### src/rtl/dmem_pkg.sv
// Shared types and constants for the data-memory arbiter slice.
package dmem_pkg;

    typedef enum logic [1:0] {
        IDLE  = 2'd0,
        LOCK0 = 2'd1,
        LOCK1 = 2'd2
    } arb_state_t;

    localparam int NUM_PORTS  = 2;
    localparam int DEF_ADDR_W = 16;
    localparam int DEF_DATA_W = 32;
    localparam int DEF_STRB_W = DEF_DATA_W / 8;

    // Byte-enable width for a given word width.
    function automatic int strb_width(input int data_w);
        return data_w / 8;
    endfunction

endpackage

### src/rtl/dmem_strb_merge.sv
// Combinational byte merge: each byte comes from new_word where its strobe is
// set, otherwise from old_word. Shared with future cache fill logic.
module dmem_strb_merge #(
    parameter int DATA_W = 32
) (
    input  logic [DATA_W-1:0]   old_word,
    input  logic [DATA_W-1:0]   new_word,
    input  logic [DATA_W/8-1:0] strb,
    output logic [DATA_W-1:0]   merged
);

    // Per-byte select between the new and the old word.
    always_comb begin
        merged = old_word;
        for (int k = 0; k < DATA_W / 8; k++) begin
            if (strb[k]) begin
                merged[8*k +: 8] = new_word[8*k +: 8];
            end
        end
    end

endmodule

### src/rtl/dmem_arbiter.sv
// Two-port arbiter in front of the single-ported data memory.
// Port 0 = core load/store unit, port 1 = DMA / program loader.
// Writes are merged with the current word in the same cycle (read-merge-write),
// responses are registered one cycle after the grant, and a lock keeps one
// port as exclusive owner for read-modify-write sequences.
//
// Build option: define DMEM_ARB_RR_EN for round-robin tie-breaking; without it
// port 0 always wins a tie and the last-grant register is not built.
//
// state | meaning
// IDLE  | arbitrate between both ports
// LOCK0 | port 0 owns memory exclusively
// LOCK1 | port 1 owns memory exclusively
module dmem_arbiter
    import dmem_pkg::*;
#(
    parameter int ADDR_W = DEF_ADDR_W,
    parameter int DATA_W = DEF_DATA_W
) (
    input  logic                                clk,
    input  logic                                reset,
    input  logic [NUM_PORTS-1:0]                req_valid,
    output logic [NUM_PORTS-1:0]                req_ready,
    input  logic [NUM_PORTS-1:0]                req_we,
    input  logic [NUM_PORTS-1:0]                req_lock,
    input  logic [NUM_PORTS-1:0][31:0]          req_addr,
    input  logic [NUM_PORTS-1:0][DATA_W-1:0]    req_wdata,
    input  logic [NUM_PORTS-1:0][DATA_W/8-1:0]  req_wstrb,
    output logic [NUM_PORTS-1:0]                rsp_valid,
    output logic [NUM_PORTS-1:0][DATA_W-1:0]    rsp_rdata,
    output logic                                mem_we,
    output logic [31:0]                         mem_addr,
    output logic [DATA_W-1:0]                   mem_wdata,
    input  logic [DATA_W-1:0]                   mem_rdata
);

    // The memory only decodes the low ADDR_W bits; the full address is passed
    // through untouched, so the width only needs to fit in the address bus.
    if (ADDR_W < 1 || ADDR_W > 32) begin : g_bad_addr_w
        $error("dmem_arbiter: ADDR_W must be in 1..32");
    end

    arb_state_t             state, state_nxt;
    logic [NUM_PORTS-1:0]   gnt;
    logic                   gnt_any;
    logic                   sel;
    logic                   tie_pick1;

`ifdef DMEM_ARB_RR_EN
    logic                   last;

    // Last granted port; reset to 1 so port 0 wins the first tie.
    always_ff @(posedge clk) begin
        if (!reset) begin
            last <= 1'b1;
        end else if (gnt_any) begin
            last <= sel;
        end
    end

    assign tie_pick1 = ~last;
`else
    assign tie_pick1 = 1'b0;
`endif

    // Grant decode and next state; nothing is granted while reset is held.
    always_comb begin
        gnt       = '0;
        state_nxt = state;
        if (reset) begin
            unique case (state)
                IDLE: begin
                    if (req_valid == 2'b11) begin
                        gnt = tie_pick1 ? 2'b10 : 2'b01;
                    end else begin
                        gnt = req_valid;
                    end
                end
                LOCK0:   gnt = {1'b0, req_valid[0]};
                LOCK1:   gnt = {req_valid[1], 1'b0};
                default: gnt = '0;
            endcase
        end
        gnt_any = |gnt;
        sel     = gnt[1];
        if (gnt_any) begin
            if (req_lock[sel]) begin
                state_nxt = sel ? LOCK1 : LOCK0;
            end else begin
                state_nxt = IDLE;
            end
        end
    end

    assign req_ready = gnt;

    // Memory drive from the winning port; address parks at 0 when idle.
    always_comb begin
        mem_addr = '0;
        mem_we   = 1'b0;
        if (gnt_any) begin
            mem_addr = req_addr[sel];
            mem_we   = req_we[sel];
        end
    end

    dmem_strb_merge #(
        .DATA_W (DATA_W)
    ) u_merge (
        .old_word (mem_rdata),
        .new_word (req_wdata[sel]),
        .strb     (req_wstrb[sel]),
        .merged   (mem_wdata)
    );

    // FSM state register.
    always_ff @(posedge clk) begin
        if (!reset) begin
            state <= IDLE;
        end else begin
            state <= state_nxt;
        end
    end

    // Registered responses; read data holds between responses.
    always_ff @(posedge clk) begin
        if (!reset) begin
            rsp_valid <= '0;
            rsp_rdata <= '0;
        end else begin
            rsp_valid <= gnt;
            for (int p = 0; p < NUM_PORTS; p++) begin
                if (gnt[p]) begin
                    rsp_rdata[p] <= mem_rdata;
                end
            end
        end
    end

endmodule

### config.mk
export PLATFORM = sky130hd
export DESIGN_NAME = dmem_arbiter
export DESIGN_NICKNAME = d
export VERILOG_FILES = /design/src/rtl/dmem_pkg.sv /design/src/rtl/dmem_strb_merge.sv /design/src/rtl/dmem_arbiter.sv
export SDC_FILE = /design/constraint.sdc
export NUM_CORES = 1
export LEC_CHECK = 0
export BUFFER_PORTS_ARGS = -buffer_cell sky130_fd_sc_hd__buf_2
export CORE_MARGIN = 3
export CORE_UTILIZATION = 25
export CTS_CLUSTER_SIZE = 40
export DETAILED_ROUTE_END_ITERATION = 7
export SYNTH_ARGS = -nofsm -noshare
export SYNTH_HDL_FRONTEND = slang
export SYNTH_SLANG_ARGS = --single-unit
### constraint.sdc
create_clock -name clk -period 2.2 [get_ports clk]
set_clock_uncertainty 0.05 [all_clocks]
set_input_delay 0.44 -clock clk [delete_from_list [all_inputs] [get_ports clk]]
set_output_delay 0.44 -clock clk [all_outputs]
set_load 0.02 [all_outputs]
* Yosys cells after proc, flatten, opt, wreduce, memory -nomap -nowiden
Cells that the tools add are included.
** Word-level totals
- Register bits after elaboration :: 68
- Input port bits :: 176
- Output and inout port bits :: 133
** Operators by class
- Order comparisons :: 1
- Eq/ne operators :: 3
- Muxes and demuxes :: 21
- Reduce and logical (&&, ||, !) cells :: 2
** Operator list (count)
- $mux W32 :: 5
- $mux W8 :: 4
- $mux W2 :: 4
- $mux W4 :: 2
- $pmux W2 S3 :: 1
- $mux W1 :: 5
- $eq A2 B2 Y1 const B :: 2
- $eq A2 B1 Y1 const B :: 1
- $logic_not A2 Y1 :: 1
- $lt A1 B2 Y1 const B :: 1
- $reduce_or A2 Y1 :: 1

* Longest topological paths before layout
- Depth in word-level cells :: 7
- Depth in mapped cells :: 9
- Gate-level depth less buffers :: 5

* Hierarchy
Synthesis repeated with hierarchy kept, for this count alone.
** Unflattened totals
- Cells, all modules :: 418
- Area total of the unflattened synthesis :: 4028.9 sq um
** By module, submodules not included
- dmem_arbiter :: instances 1, cells each 382, area an instance 3503.4 sq um, sequential area each 1361.3 sq um
- dmem_strb_merge :: instances 1, cells each 36, area an instance 525.5 sq um, sequential area each 0.0 sq um

* Worst setup path after synthesis
OpenSTA, ideal clock, no wires.
- Kind :: input port to output port
- Start point :: input port req_valid[0]
- End point :: output port mem_addr[22]
- Data arrival time :: 1641 ps
- Required time :: 1710 ps
- Slack :: 69 ps
- Stages on the path :: 7
- Path buffers :: 4
- Path through :: nor2b_1 > buf_6 > buf_6 > and2_1 > buf_2 > buf_2 > a22o_1
** On the way
- Elaborated cells between the ends (all ways) :: 8
- Classes of those cells :: 1 x eq/ne; 6 x mux; 1 x reduce/logical
** RTL lines
- start, declared :: RTL line dmem_arbiter.sv:22 : input logic [NUM_PORTS-1:0] req_valid,
- $eq A2 B2 Y1 :: RTL line dmem_arbiter.sv:73 : if (req_valid == 2'b11) begin
- $mux W2 :: RTL line dmem_arbiter.sv:73
- $pmux W2 S3 (*) :: RTL line dmem_arbiter.sv:71 : unique case (state)
- $mux W2 (*) :: RTL line dmem_arbiter.sv:70 : if (reset) begin
- net req_ready[0] :: RTL line dmem_arbiter.sv:23 : output logic [NUM_PORTS-1:0] req_ready,
- $reduce_or A2 Y1 (*) :: RTL line dmem_arbiter.sv:84 : gnt_any = |gnt;
- $mux W32 (*) :: RTL line dmem_arbiter.sv:101 : if (gnt_any) begin
- end, declared :: RTL line dmem_arbiter.sv:32 : output logic [31:0] mem_addr,
Mark *: on every way through the listed nets, which the timed path passes. The rest lies on a longest branch. The select of a mux whose other input is x is not followed.

* Worst setup path after layout
- Start point :: register state[0]
- End point :: output port mem_wdata[10]
** On the way
- Word-level cells in the longest chain between the ends :: 6
- Elaborated cells between the ends (all ways) :: 10
- Classes of those cells :: 2 x eq/ne; 7 x mux; 1 x reduce/logical
** Ends and longest elaborated chain
- start, declared :: RTL line dmem_arbiter.sv:43 : arb_state_t state, state_nxt;
- start signal, assigned :: RTL line dmem_arbiter.sv:121 : state <= state_nxt;
- $eq A2 B2 Y1, or another cell as far along :: RTL line dmem_arbiter.sv:71
- $pmux W2 S3 (*) :: RTL line dmem_arbiter.sv:71
- $mux W2 (*) :: RTL line dmem_arbiter.sv:70
- $mux W32 (not written as such) or $mux W4 (tied branches) (2 in a row) :: RTL line dmem_arbiter.sv:111, dmem_arbiter.sv:112
- $mux W8 (*) :: RTL line dmem_strb_merge.sv:16 : if (strb[k]) begin
- end, declared :: RTL line dmem_arbiter.sv:33 : output logic [DATA_W-1:0] mem_wdata,
Mark *: on every way between the ends. The rest lies on a longest branch, timed or not. The select of a mux whose other input is x is not followed.

==> results.json <==
{
  "hold_viol": 0,
  "first_global_vias": 4070,
  "place_congestion": 0.783,
  "crit_required_ns": 1.71,
  "slowest_stage": "dfxtp_2",
  "fin_ws_ns": -0.137,
  "regArea_um2": 1360,
  "synth-seq-area-share": 0.373,
  "cpPeakStageDelay_ns": 0.31,
  "overflow": 0,
  "grt_usage": 0.176,
  "wl_per_cell_um": 17.0,
  "worst_pin_slew_ns": 0.587,
  "place_hpwl_mm": 11.2,
  "drt_iter0_drc": 206,
  "numCtsBuffers": 9,
  "hold_path.class": "input pin to flip-flop",
  "cts-hold-fix-buffers": 0,
  "crit_family": "simple AND/OR/NAND/NOR gates",
  "tritoncts": "done",
  "r2r_slack_ns": 0.30,
  "vdd.ir_drop.worst_mv": 0.365,
  "cts_root_buf": "clkbuf_16",
  "dp.cells": 900,
  "multiInputGateArea_um2": 2120,
  "synthesis.nets": 594,
  "syn_inst": 418,
  "cts.htree.levels": 3,
  "finalCriticalPeriod_ns": 2.34,
  "cp_cell_sequence": "nand3b_4 > buf_6 > nor3b_4 > buf_6 > or2b_1 > o221a_2 > buf_6",
  "antenna_found_initial": 0,
  "p_leak_nw": 3.06,
  "initial_core_util": 0.259,
  "num_vias": 4329,
  "rr_worst_depth": 9,
  "hold_path_depth": 3,
  "wirelength_mm": 15.8,
  "cp_common_cell": "buf_6",
  "viasPerCell": 4.65,
  "nFillCells": 1437,
  "core_um2": 14100,
  "cp.arrival_ns": 1.85,
  "ioPinCount": 309,
  "powerDensity_nw_per_um2": 597,
  "clk_latency_ns": 0.33,
  "path_clk_slew_ns": 0.06,
  "final_cells": 930,
  "drive_above_1_share": 0.557,
  "cts_max_path_buffers": 2,
  "design_area_um2": 6420,
  "finalPower_w": 0.00383,
  "syn_area_um2": 3650,
  "drv_slew": 0,
  "period_share": 1.06,
  "grt_pass1_wl_mm": 22.7,
  "ant_nets": 0,
  "critPathBufInv": 3,
  "grt_max_degree": 68,
  "ys.warnings.count": 0,
  "worstSetupPathDepth": 7,
  "die_w_um": 127,
  "crit_fanout": 8,
  "clock.fmax_mhz": 428,
  "die_area_um2": 16100,
  "first_pass_iters": 4,
  "place_area_um2": 5490,
  "fin_nets": 920,
  "area_growth_pct": 76.0,
  "setup_viol": 60,
  "outcome": "complete, but fails checks",
  "io_buffers": 308,
  "pre_cts_slack_ns": -0.0124,
  "dieHeight_um": 127,
  "synth-seq-cells": 68,
  "end_kind": "output pin",
  "drc": 0,
  "clock-sinks": 68,
  "cp-start-kind": "flip-flop",
  "rsz0062_at_grt": "yes",
  "avgSynthCellArea_um2": 8.73,
  "cap_violations": 0,
  "violations": "negative setup slack",
  "slew_headroom": 0.608,
  "ys_types": 23,
  "floorplan.rows": 43,
  "final.setup.tns_ns": -4.00,
  "crit_type": "flip-flop to output pin"
}
[kinds of logic (layout without fill, tap and decap cells)]
logic type	count (synthesis)	in the layout	share of synthesized area
compound gates	135	135	0.329
buf+inv	37	368	0.0593
flops	68	68	0.373
other cells	0	1	0
simple gates	178	178	0.239
[timing repair]
action	in CTS	in global routing
endpoints found under the setup margin	65	65
gates cloned	3	4
pin swaps	0	1
setup buffers	3	4
gates resized for setup	103	38
[cell usage after synthesis (all sizes together)]
library cell | count | area share
nand2 | 130 | 0.13
dfxtp | 68 | 0.37
a21boi | 65 | 0.13
a22o | 33 | 0.079
o221a | 33 | 0.10
or2b | 32 | 0.066
buf | 19 | 0.040
clkbuf | 16 | 0.016
nand2b | 7 | 0.014
nor3b | 4 | 0.014
o21ai | 4 | 0.014
and2 | 2 | 0.0034
clkinv | 1 | 0.0014
inv | 1 | 0.0010
nand3b | 1 | 0.0055
nor2 | 1 | 0.0010
nor2b | 1 | 0.0017
[worst reg2reg max path, cell delays in order (launching register included)]
cell and delay, ns:
dfxtp_2 0.31, nand3b_4 0.21, buf_6 0.17, nand2b_4 0.16, clkinv_8 0.10, buf_16 0.12, buf_4 0.10, buf_4 0.30
nand2_1 0.15, a21boi_0 0.16
[where the power goes]
part           total, W  internal (W)  switching (W)
Clock           0.00133      0.000765       0.000565
Sequential      0.00132       0.00129      0.0000286
Combinational   0.00118      0.000575       0.000603
[worst paths after layout]
path                         startpoint                    endpoint
max               state[0]$_SDFFE_PN0P_               mem_wdata[10]
max reg2reg       state[0]$_SDFFE_PN0P_  rsp_rdata[36]$_SDFFE_PN0N_
min reg2reg  rsp_rdata[50]$_SDFFE_PN0N_  rsp_rdata[50]$_SDFFE_PN0N_
min                         req_lock[0]       state[0]$_SDFFE_PN0P_
[state kept, by name, indices dropped and copies added (netlist names)]
register,count
rsp_valid,2
state,2
rsp_rdata,64
[cell type report]
class,count,share of cell area
Clock buffer,9,0.0351
Timing Repair Buffer,350,0.376
Antenna cell,1,0.000390
Clock inverter,7,0.00838
Tap cell,180,0.0351
Multi-Input combinational cell,313,0.330
Inverter,2,0.00312
Sequential cell,68,0.212
[per-stage QoR]
| stage | utilization | hold WS, ns |
|---|---|---|
| finish | 0.456 | 0.320 |
| global route | 0.455 | 0.309 |
| CTS | 0.439 | 0.304 |
| detailed placement | 0.389 | 0.392 |
| global placement | 0.389 | 0.390 |
| floorplan | - | 0.402 |
[per-layer routing]
layer	track usage	vias to the layer above	wire length [um]
li1	-	2126	-
met1	0.238	2012	6950
met2	0.280	179	7330
met3	0.0539	12	1430
met4	0.0341	0	130
met5	0	-	0
[cell usage in the layout (no fill, tap or decap), types with 4 or more instances in the layout]
cell and instances:
a21boi_0 54, dfxtp_1 66, or2b_1 32, a22o_1 33, a21boi_1 11, buf_12 5
nand2_1 130, nor3b_4 4, clkbuf_16 12, buf_4 23, o221a_2 33, buf_2 250
buf_6 66
Power figures use the tool's default switching activity.
